<file path="config.mk">
export PLATFORM = sky130hd
export DESIGN_NAME = jam_cost_table
export DESIGN_NICKNAME = d
export VERILOG_FILES = /design/src/rtl/jam_cost_table.sv
export SDC_FILE = /design/constraint.sdc
export NUM_CORES = 1
export LEC_CHECK = 0
export BUFFER_PORTS_ARGS = -buffer_cell sky130_fd_sc_hd__buf_2
export CORE_ASPECT_RATIO = 1.5
export CORE_MARGIN = 3
export CORE_UTILIZATION = 45
export CTS_BUF_LIST = sky130_fd_sc_hd__clkbuf_4
export CTS_CLUSTER_SIZE = 14
export DETAILED_ROUTE_END_ITERATION = 10
export GPL_TIMING_DRIVEN = 1
export PLACE_DENSITY = 0.69
export SYNTH_ARGS = -nofsm -noshare
export SYNTH_HDL_FRONTEND = slang
export SYNTH_SLANG_ARGS = --single-unit
export TNS_END_PERCENT = 20
</file>
<file path="constraint.sdc">
create_clock -name CLK -period 3.5 [get_ports CLK]
set_input_delay 0 -clock CLK [delete_from_list [all_inputs] [get_ports CLK]]
set_output_delay 0 -clock CLK [all_outputs]
set_load 0.03 [all_outputs]
</file>
<file path="src/rtl/jam_cost_table.sv">
// jam_cost_table: cost matrix store for the job-assignment search engine.
// Loads an N x N cost matrix row-major over valid/ready, serves combinational
// (W,J) -> Cost lookups and reports the sum of per-worker row minima.
module jam_cost_table #(
  parameter int N      = 8,
  parameter int COST_W = 7,
  parameter int LB_W   = 10,
  parameter int LOG2N  = $clog2(N)
) (
  input  logic                 CLK,
  input  logic                 RST_N,
  input  logic                 Load_Start,
  input  logic                 In_Valid,
  output logic                 In_Ready,
  input  logic [COST_W-1:0]    In_Data,
  input  logic [LOG2N-1:0]     W,
  input  logic [LOG2N-1:0]     J,
  output logic [COST_W-1:0]    Cost,
  output logic                 Table_Ready,
  output logic [LB_W-1:0]      LowerBound,
  output logic [2*LOG2N:0]     Load_Count
);

  localparam int CNT_W = 2*LOG2N + 1;
  localparam int DEPTH = N * N;

  typedef enum logic [1:0] {IDLE, LOAD, READY} state_t;

  state_t              state;
  state_t              state_nxt;
  logic [COST_W-1:0]   mem [DEPTH];
  logic [COST_W-1:0]   rowmin;
  logic [COST_W-1:0]   new_min;
  logic [LOG2N-1:0]    col;
  logic                xfer;
  logic                last_xfer;

  function automatic logic [COST_W-1:0] min_u(input logic [COST_W-1:0] a,
                                              input logic [COST_W-1:0] b);
    return (a < b) ? a : b;
  endfunction

  // A transfer that coincides with Load_Start is dropped: the load restarts.
  assign xfer      = In_Valid && In_Ready && !Load_Start;
  assign last_xfer = xfer && (Load_Count == CNT_W'(DEPTH - 1));
  assign col       = Load_Count[LOG2N-1:0];
  assign new_min   = min_u(rowmin, In_Data);

  // Lookup is a plain mux off the storage, usable in the same cycle W/J move.
  assign Cost = mem[{W, J}];

  // State register.
  always_ff @(posedge CLK) begin
    if (!RST_N) state <= IDLE;
    else        state <= state_nxt;
  end

  // Next-state and handshake/status outputs.
  always_comb begin
    state_nxt   = state;
    In_Ready    = 1'b0;
    Table_Ready = 1'b0;
    case (state)
      IDLE: begin
        if (Load_Start) state_nxt = LOAD;
      end
      LOAD: begin
        In_Ready = 1'b1;
        if (Load_Start)     state_nxt = LOAD;
        else if (last_xfer) state_nxt = READY;
      end
      READY: begin
        Table_Ready = 1'b1;
        if (Load_Start) state_nxt = LOAD;
      end
      default: state_nxt = IDLE;
    endcase
  end

  // Load counter, running row minimum and lower-bound accumulator.
  always_ff @(posedge CLK) begin
    if (!RST_N) begin
      Load_Count <= '0;
      LowerBound <= '0;
      rowmin     <= '1;
    end else if (Load_Start) begin
      Load_Count <= '0;
      LowerBound <= '0;
    end else if (xfer) begin
      Load_Count <= Load_Count + CNT_W'(1);
      if (col == '0) rowmin <= In_Data;
      else           rowmin <= new_min;
      if (col == LOG2N'(N - 1))
        LowerBound <= LowerBound + LB_W'(new_min);
    end
  end

  // Matrix storage; deliberately not reset so partial contents survive aborts.
  always_ff @(posedge CLK) begin
    if (xfer) mem[Load_Count[2*LOG2N-1:0]] <= In_Data;
  end

endmodule

</file>
## Yosys cells after proc, flatten, opt, wreduce, memory -nomap -nowiden

Memories as Yosys holds them, arrays and structs flattened.
Cells that the tools add are included.

| word-level totals | value |
|---|---|
| flip-flop bits (word level) | 26 |
| memory bits (writable) | 448 |
| memories kept | 1 |
| input port bits | 17 |

Memory list:

| name | depth | bits a word | read ports | clocked after memory_dff | write ports | RTL line | source |
|---|---|---|---|---|---|---|---|
| mem | 64 | 7 | 1 | 0 | 1 | 31 | `logic [COST_W-1:0] mem [DEPTH];` |

| operators by class | value |
|---|---|
| $lt $le $gt $ge | 1 |
| add/sub/neg operators | 2 |
| reduce and logical (&&, ||, !) cells | 11 |
| muxes and demuxes | 10 |
| bitwise operators | 2 |
| equal/unequal tests | 6 |

Operator list:

| cell | count |
|---|---|
| 2-to-1 mux 7 bit | 2 |
| adder 10 x 7 -> 10 bit | 1 |
| adder 7 x 1 -> 7 bit, second input constant | 1 |
| equality test 7 x 6 -> 1 bit, second input constant | 1 |
| less-than comparator 7 bit | 1 |
| 2-to-1 mux 2 bit | 3 |
| AND reduction 2 bit | 3 |
| 2-to-1 mux 1 bit | 4 |
| case mux 2 bit (2 select lines) | 1 |
| OR reduction 2 bit | 2 |
| equality test 3 bit, second input constant | 1 |
| logical AND 1 bit | 3 |
| zero test 3 bit | 1 |
| != test 3 bit, second input constant | 1 |
| equality test 2 x 1 -> 1 bit, second input constant | 1 |
| equality test 2 bit, second input constant | 1 |
| zero test 2 bit | 1 |
| != test 2 x 1 -> 1 bit, second input constant | 1 |
| inverter 1 bit | 2 |
| zero test 1 bit | 1 |

## Longest topological paths before layout

Gate-level depths: netlist (run 1).

| logic depth | value |
|---|---|
| word-level depth | 8 |
| gate-level depth with buffers | 16 |

## Worst setup path before layout (run 1)

OpenSTA, ideal clock, no wires.

| path | value |
|---|---|
| path type | register to register |
| from | reg rowmin[5] |
| to | reg LowerBound[8] |
| buffers on the path | 1 |
| clock period less this slack | 2.864 ns |
| cell stages (with the launch flop) | 15 |
| setup slack | 0.636 ns |
| data required time | 3.372 ns |
| arrival time | 2.736 ns |
| cells stage by stage | dfxtp_1 ha_1 a21o_1 a221oi_1 o21ai_1 clkbuf_1 o21ai_0 ha_1 fa_1 a21oi_1 o21ai_0 nand2_1 a211oi_1 xnor2_1 nor2_1 |

| on the way | value |
|---|---|
| longest elaborated chain between the ends | 3 |

Ends and longest elaborated chain:

| item | RTL line | source |
|---|---|---|
| start, declared | 32 | `logic [COST_W-1:0] rowmin;` |
| start signal, assigned | 91 | `if (col == '0) rowmin <= In_Data;` |
| start signal, assigned | 92 | `else rowmin <= new_min;` |
| less-than comparator 7 bit | 40 | `return (a < b) ? a : b;` |
| 2-to-1 mux 7 bit (*) | 40 |  |
| adder 10 x 7 -> 10 bit (*) | 94 | `LowerBound <= LowerBound + LB_W'(new_min);` |
| end signal, assigned | 94 |  |
| end, declared | 20 | `output logic [LB_W-1:0] LowerBound,` |

Mark *: on every way between the ends. The rest lies on a longest branch, timed or not.
A chain may end at the register's enable or synchronous reset.

## Final worst setup path (run 1)

| path | value |
|---|---|
| from | reg state[0] |
| to | mem mem[11][3], enable pin |

| on the way | value |
|---|---|
| longest elaborated chain between the ends | 6 |

Ends and longest elaborated chain:

| item | RTL line | source |
|---|---|---|
| start, declared | 29 | `state_t state;` |
| start signal, assigned | 55 | `else state <= state_nxt;` |
| equality test 2 x 1 -> 1 bit | 63 | `case (state)` |
| 2-to-1 mux 1 bit | 63 |  |
| logical AND 1 bit (2 in a row) | 44 | `assign xfer = In_Valid && In_Ready && !Load_Start;` |
| 2-to-1 mux 1 bit | 100 | `if (xfer) mem[Load_Count[2*LOG2N-1:0]] <= In_Data;` |
| 2-to-1 mux 1 bit (implied by the code) | 100 |  |
| end, declared | 31 |  |

Every way passes these cells.

==> qor_table.md, run 1 <==
| Stage | Item | This run |
| --- | --- | --- |
| outcome | Run status | finished, final reports clean |
| setup path | End of the worst register-to-register path | mem[11][3] |
| clocking | Max Root-Sink Buffers | 3 |
| global routing | Global-route usage over all layers | 20.29% |
| place | Placed cell count | 1656 |
| setup path | Worst Path Max Fanout | 8 |
| place | Final Wtd Congestion | 0.8088 |
| synthesis | Cell count after synthesis | 1070 |
| worst hold path | Terminating pin of the worst hold path | Load_Count[2] |
| synthesis | Dominant cell type by area after synthesis | edfxtp_1 |
| detailed routing | DRT Pass-1 Iters | 5 |
| place | Placed Instance Area | 20130 sq um |
| clocking | Buffer type at the clock tree root | clkbuf_4 |
| setup path | Peak per-stage delay on the critical path | 0.82 ns |
| timing | Setup repair after global routing missed its margin | no |
| detailed routing | Number of violations reported at the end of detailed-routing iteration 0 | 864 |
| power and ir drop | Share of total power consumed by net switching | 21.90% |
| power and ir drop | PnR Total Power | 11.16 mW |
| place | Dpl hpwl | 29090 um |
| synthesis | Total number of yosys warnings | 0 |
| timing | Final setup skew | 0.06212 ns |
| setup path | Required time of the critical path | 3.90 ns |
| global routing | Global-route wire length before repair | 67740 um |
| clocking | Clock transition at the registers of the reported paths | 0.07 ns |
| power and ir drop | Cell internal pwr | 8.718 mW |
| detailed routing | Detail Route Antenna Nets | 0 |
| power and ir drop | Logic pwr share | 5.5% |
| synthesis | Synth Flop Type | edfxtp_1 |
| power and ir drop | Max rail drop VDD | 200.4 uV |
| setup path | Critical-path cell list | nor2b_1 -> nand2_1 -> nor3_1 -> nand3_1 -> nor2_1 |
| timing | Max-slew violation count | 0 |
| power and ir drop | Net switching component of the power | 2.444 mW |
| timing | Transition time of the tightest slew-check pin | 0.9956 ns |
| setup path | Launching element type of the critical path | flip-flop |
| power and ir drop | Reported leakage power | 7.197 nW |
| setup path | R2R Setup Slk | 0.45 ns |
| timing | Number of hold-slack violations in the final timing report | 0 |
| clocking | Num CTS Buffers | 105 |
| floorplanning | Number of top-level pins | 43 |
| cells and area | Number of standard cells in the final layout excluding fillers | 1862 |
| power and ir drop | Sequential Power Share | 55.6% |
| synthesis | Cell with the most instances after synthesis | edfxtp_1 |
| global routing | Largest net degree at the start of global routing | 67 |
| timing | Final period util | 87.27% |
| floorplanning | Chip height | 259.2 um |
| global routing | Overflow left after global routing | 0 |
| place | Count of buffers from port buffering | 42 |
| clocking | Sinks on Clock Net | 474 |
| worst hold path | Startpoint of the worst hold path | In_Valid |
| timing | Worst hold-check slack | 0.08580 ns |
| clocking | TritonCTS clock tree | done |
| cells and area | Area growth, synth to finish | 12.57% |
| clocking | Count of H-tree levels built during CTS | 3 |
| timing | Highest clock rate | 327.4 MHz |
| synthesis | Total of flip-flops plus latches after synthesis | 474 |
| synthesis | Syn avg cell area | 17.98 sq um |
| cells and area | Final Net Count | 1245 |
| worst hold path | Min-delay worst type | in2reg |
| floorplanning | FP Rows | 92 |
| power and ir drop | Clk network pwr share | 38.9% |
| setup path | Start-to-end type of the worst setup path | reg2reg |
| synthesis | Leading cell types by total area after synthesis | edfxtp_1, mux4_2, dfxtp_1 |
| cells and area | Fillers | 3535 |
| floorplanning | Die width | 174.8 um |
| detailed routing | Drt drc | 0 |
| setup path | Worst reg2reg path startpoint | state[0] |
| global routing | Antenna violations before repair | 2 |
| power and ir drop | Power density cells | 515.5 nW/um^2 |
| place | Worst setup slack after placement | 0.4760 ns |
| setup path | Nature of the critical path endpoint | flip-flop |
| detailed routing | Final wirelength | 44840 um |
| detailed routing | Via count | 10400 |
| floorplanning | Die Outline Area | 45310 sq um |
| clocking | Clock latency on the worst-skew pair | 0.83 ns |
| synthesis | Async set or reset register ratio after synthesis | 0% |
| timing | Tightest slew margin relative to the limit | 33.63% |
| cells and area | Share of cells above drive strength 1 | 25.48% |
| worst hold path | Worst hold path depth | 4 |
| synthesis | Ranking of synthesized cells by instance count | edfxtp_1, nor2_1, mux4_2 |
| setup path | Endpoint arrival time on the critical path | 3.45 ns |
| synthesis | Count of distinct cell types in the synthesized netlist | 52 |
| synthesis | Post-synthesis cell area | 19240 sq um |
| synthesis | Count of flip-flops with a built-in enable after synthesis | 448 |
| detailed routing | Routed vias/inst | 5.585 |
| timing | Clock period minus final worst setup slack | 3.055 ns |
| floorplanning | Core Box Area | 42130 sq um |
| timing | Setup tns final | 0 ns |
| run | Max Cap Viol | 0 |
| global routing | Number of global-route vias before repair | 10949 |
| synthesis | Top cell type's share of synthesized area | 69.94% |
| synthesis | Register area share after synthesis | 72.64% |
| detailed routing | Routed WL per cell | 24.08 um |
| timing | Min setup slack post-route | 0.4455 ns |
| cells and area | End-of-flow core utilization | 51.40% |
| floorplanning | Effective utilization at floorplan | 45.66% |
| setup path | Slowest library cell on the worst path | nor2_1 |
| cells and area | Post-layout instance area | 21650 sq um |
| synthesis | Syn nets | 1104 |
| setup path | Number of cells traversed by the worst register-to-register path | 5 |
| timing | Number of setup violations in the final report | 0 |
-- flip-flops by register name, indices dropped and copies added, names as in the netlist --
| signal | count |
|---|---|
| mem | 448 |
| LowerBound | 10 |
| Load_Count | 7 |
| rowmin | 7 |
| state | 2 |
-- final cells by class --
class	count	area, sq um	share of cell area [%]
Antenna cell	3	7.507	0.03467
Clock buffer	152	1141	5.270
Clock inverter	39	256.5	1.185
Inverter	20	75.07	0.3467
Multi-Input combinational cell	520	4832	22.32
Sequential cell	474	13970	64.53
Tap cell	564	705.7	3.259
Timing Repair Buffer	90	661.9	3.057
-- cell families (layout without fill, tap and decap cells) --
kind of cell	Yosys count	count (layout)	synth area share, %
flops	474	474	72.64
fa+ha+maj	17	17	1.145
other cells	0	3	0
simple gates	242	242	5.822
buf+inv	76	301	2.238
xor+xnor	9	9	0.4098
mux	132	132	13.73
compound gates	120	120	4.013
-- power groups by stage --
stage,registers [mW],clock network [mW],logic [mW]
final,6.20,4.34,0.616
after global routing,6.20,4.78,0.663
after CTS,6.20,4.45,0.625
after detailed placement,6.33,0,0.611
after global placement,6.33,0,0.597
after floorplan,6.33,0,0.375
-- worst max-delay path by stage --
stage,from,endpoint,slack (ns)
floorplan,rowmin[5],LowerBound[8],0.64
global placement,rowmin[5],LowerBound[8],0.48
detailed placement,rowmin[5],LowerBound[8],0.48
CTS,mem[51][0],Cost[0],0.46
global route,rowmin[5],LowerBound[8],0.16
finish,state[0],mem[11][3],0.45
-- routing by layer --
metal  vias up  track usage, %  share of wire [%]
met5         -               0              0.025
met4         2           9.982                4.4
met3        90           4.478                6.7
met2       413           36.01                 54
met1      5248           23.16                 35
li1       4647               -                  -
-- layout by cell type (no fill, tap or decap), types with 4 or more instances in the layout --
cell type and n:
nand3_1 23, o221ai_1 7, edfxtp_1 448, a211oi_1 7, a21o_1 4, nor2b_1 18, mux4_1 17, or3_1 6
nor2_1 85, inv_1 20, buf_2 39, nand4_1 6, dlygate4sd3_1 12, nand2_1 63, bufinv_16 4, nand2b_1 12
buf_12 4, o22ai_1 7, ha_1 16, a31oi_1 6, a22oi_1 19, buf_4 34, xnor2_1 7, clkinv_1 29
clkbuf_4 152, mux4_2 83, nor3_1 11, a21oi_1 32, dfxtp_1 26, clkinv_2 4, a2111oi_0 6, mux2i_1 31
o21ai_0 21
-- repair_timing --
item                                    4_1_cts  5_1_grt
buffers inserted                              0        0
resized for setup                             0        0
endpoints found under the setup margin        0        0
endpoints found under the hold margin       457        0
hold buffers                                 12        0
-- worst max-delay path: cells and delay by family (launching register included) --
| kind | cells | cell delay (ns) |
|---|---|---|
| DFF | 1 | 0.38 |
| and+or+nand+nor | 5 | 2.30 |
Note: power is estimated with default switching activity, not from simulation.
==> inputs of run 2 (changes only) <==
ABC_AREA = 1   (was unset)
BUFFER_PORTS_ARGS = -buffer_cell sky130_fd_sc_hd__buf_4   (was -buffer_cell sky130_fd_sc_hd__buf_2)
PLACE_DENSITY = unset   (was 0.69)
PLACE_DENSITY_LB_ADDON = 0.3   (was unset)
==> run 2 against run 1 <==
Synthesized cell count grew 70%. Non-clock buffer count shrank 1. Sequential share of layout area shrank 2.1 points. Clock skew shrank 0.014 ns. Wire length grew 12%. Setup slack lost 0.23 ns. Utilization shrank 0.35 points. Design area grew 3.4%. Flip-flop and latch count is the same. Fmax shrank 6.9%. Critical path depth grew 4. Via count grew 33%.
==> qor_table.md, run 2 <==
| Stage | Item | This run |
| --- | --- | --- |
| worst hold path | Startpoint of the worst hold path | In_Valid |
| global routing | Global-route wire length before repair | 77710 um |
| setup path | Launching element type of the critical path | flip-flop |
| power and ir drop | Net switching component of the power | 2.663 mW |
| timing | Final setup skew | 0.04830 ns |
| global routing | Antenna violations before repair | 2 |
| power and ir drop | Logic pwr share | 7.1% |
| detailed routing | Routed WL per cell | 19.57 um |
| detailed routing | Final wirelength | 50430 um |
| setup path | Endpoint arrival time on the critical path | 3.67 ns |
| power and ir drop | Power density cells | 505.8 nW/um^2 |
| power and ir drop | Reported leakage power | 8.271 nW |
| clocking | Count of H-tree levels built during CTS | 3 |
| detailed routing | DRT Pass-1 Iters | 5 |
| power and ir drop | Sequential Power Share | 54.8% |
| cells and area | Share of cells above drive strength 1 | 12.96% |
| run | Max Cap Viol | 0 |
| synthesis | Dominant cell type by area after synthesis | edfxtp_1 |
| clocking | Number of setup buffers added after CTS | 0 |
| clocking | Max Root-Sink Buffers | 3 |
| floorplanning | Die Outline Area | 47100 sq um |
| synthesis | Syn nets | 1851 |
| synthesis | Count of flip-flops with a built-in enable after synthesis | 448 |
| synthesis | Top cell type's share of synthesized area | 67.22% |
| power and ir drop | Share of total power consumed by net switching | 23.52% |
| setup path | Required time of the critical path | 3.89 ns |
| worst hold path | Worst hold path depth | 4 |
| global routing | Number of global-route vias before repair | 13950 |
| global routing | Global-route usage over all layers | 21.79% |
| outcome | Run status | finished, final reports clean |
| setup path | Start-to-end type of the worst setup path | reg2reg |
| setup path | R2R Setup Slk | 0.22 ns |
| power and ir drop | Cell internal pwr | 8.663 mW |
| setup path | Worst Path Max Fanout | 20 |
| timing | Highest clock rate | 304.9 MHz |
| clocking | Clock latency on the worst-skew pair | 0.80 ns |
| detailed routing | Number of violations reported at the end of detailed-routing iteration 0 | 1263 |
| floorplanning | Chip height | 264.3 um |
| setup path | Worst reg2reg path startpoint | state[0] |
| timing | Tightest slew margin relative to the limit | 31.51% |
| setup path | Nature of the critical path endpoint | flip-flop |
| timing | Final period util | 93.72% |
| setup path | End of the worst register-to-register path | mem[22][1] |
| timing | Setup tns final | 0 ns |
| synthesis | Ranking of synthesized cells by instance count | nand2_1, edfxtp_1, nand3_1 |
| global routing | Largest net degree at the start of global routing | 225 |
| detailed routing | Detail Route Antenna Nets | 0 |
| synthesis | Post-synthesis cell area | 20010 sq um |
| detailed routing | Via count | 13804 |
| timing | Number of hold-slack violations in the final timing report | 0 |
| power and ir drop | Clk network pwr share | 38.1% |
| synthesis | Async set or reset register ratio after synthesis | 0% |
| synthesis | Cell with the most instances after synthesis | nand2_1 |
| worst hold path | Terminating pin of the worst hold path | Load_Count[0] |
| timing | Transition time of the tightest slew-check pin | 1.027 ns |
| place | Final Wtd Congestion | 0.8493 |
| clocking | TritonCTS clock tree | done |
| floorplanning | Effective utilization at floorplan | 45.62% |
| clocking | Clock transition at the registers of the reported paths | 0.08 ns |
| timing | Max-slew violation count | 0 |
| clocking | Sinks on Clock Net | 474 |
| synthesis | Count of distinct cell types in the synthesized netlist | 31 |
| cells and area | End-of-flow core utilization | 51.04% |
| synthesis | Register area share after synthesis | 69.82% |
| setup path | Number of cells traversed by the worst register-to-register path | 9 |
| synthesis | Cell count after synthesis | 1817 |
| synthesis | Total of flip-flops plus latches after synthesis | 474 |
| clocking | Buffer type at the clock tree root | clkbuf_4 |
| timing | Number of setup violations in the final report | 0 |
| clocking | Num CTS Buffers | 105 |
| detailed routing | Drt drc | 0 |
| detailed routing | Routed vias/inst | 5.359 |
| synthesis | Syn avg cell area | 11.01 sq um |
| power and ir drop | PnR Total Power | 11.33 mW |
| cells and area | Area growth, synth to finish | 11.88% |
| synthesis | Total number of yosys warnings | 0 |
| place | Dpl hpwl | 30230 um |
| timing | Setup repair after global routing missed its margin | no |
| synthesis | Leading cell types by total area after synthesis | edfxtp_1, nand2_1, nand3_1 |
| timing | Clock period minus final worst setup slack | 3.280 ns |
| synthesis | Synth Flop Type | edfxtp_1 |
| floorplanning | Number of top-level pins | 43 |
| power and ir drop | Max rail drop VDD | 195.0 uV |
| floorplanning | FP Rows | 94 |
| cells and area | Commonest non-fill, non-tap cell in the layout | nand2_1 |
| cells and area | Final Net Count | 1947 |
| place | Count of buffers from port buffering | 42 |
| global routing | Overflow left after global routing | 0 |
| worst hold path | Min-delay worst type | in2reg |
| floorplanning | Die width | 178.2 um |
| cells and area | Most frequent cells in the layout | nand2_1, edfxtp_1, nand3_1 |
| floorplanning | Core Box Area | 43870 sq um |
| cells and area | Flip-flop count of the largest register, all copies and words added | 448 |
## run 2: kinds of logic (layout without fill, tap and decap cells)
| kind of cell | Yosys count | count (layout) | synth area share [%] |
|---|---|---|---|
| fa+ha+maj | 17 | 17 | 1.100 |
| flops | 474 | 474 | 69.82 |
| simple gates | 1138 | 1138 | 24.52 |
| buf+inv | 133 | 314 | 3.057 |
| compound gates | 52 | 52 | 1.375 |
| xor+xnor | 3 | 3 | 0.1313 |
| other cells | 0 | 2 | 0 |
## run 2: how the worst max path moves through the flow
stage | from | end | slack [ns] | cells after the start
finish | state[0] | mem[22][1] | 0.22 | 9
global route | state[0] | mem[22][4] | 0.02 | 9
CTS | state[0] | mem[22][1] | 0.22 | 9
detailed placement | rowmin[6] | LowerBound[8] | 0.68 | 17
global placement | rowmin[6] | LowerBound[8] | 0.71 | 16
floorplan | rowmin[4] | LowerBound[8] | 0.95 | 16
## run 2: metrics by stage
stage	setup WS, ns	cells	hold WS [ns]	instance area (sq um)
after floorplan	0.9469	1817	0.09887	20010
final	0.2198	2576	0.1424	22390
after detailed placement	0.6761	2369	0.2779	20870
after global routing	0.01572	2576	0.09680	22390
after global placement	0.7052	2369	0.2727	20870
after CTS	0.2173	2574	0.06443	22390
## run 2: routing by layer
metal	track usage (%)	up-vias	wire length [um]
li1	-	6597	-
met3	4.774	112	3470
met1	25.59	6583	18790
met2	37.51	512	25990
met5	0	-	0
met4	10.71	0	2175
## run 2: repair_timing
item | in CTS | in global routing
hold buffers | 13 | 0
resized for setup | 0 | 0
hold endpoints to repair | 397 | 0
## run 2: critical path, cell delays in order, from the launching register on
cell,delay (ns)
dfxtp_1,0.40
inv_2,0.07
nor2_4,0.11
nand2_2,0.11
nor2_8,0.09
dlygate4sd3_1,0.72
inv_2,0.24
nor2_8,0.22
nand3_4,0.27
nor2_1,0.64
## run 2: power groups by stage
stage	clock, mW	sequential, mW	combinational (mW)
2_1_floorplan	0	6.33	0.472
3_3_place_gp	0	6.33	0.773
3_5_place_dp	0	6.33	0.785
4_1_cts	4.43	6.21	0.799
5_1_grt	4.73	6.21	0.879
6_report	4.32	6.21	0.799
## run 2: area by class of cell
cell class,instances,area (sq um)
clock inverter,38,236.5
clock buffer,154,1156
multi-input combinational,1210,5429
sequential,474,13970
fill,3932,21480
timing repair buffer,89,742.0
tap,576,720.7
antenna,2,5.005
inverter,33,130.1
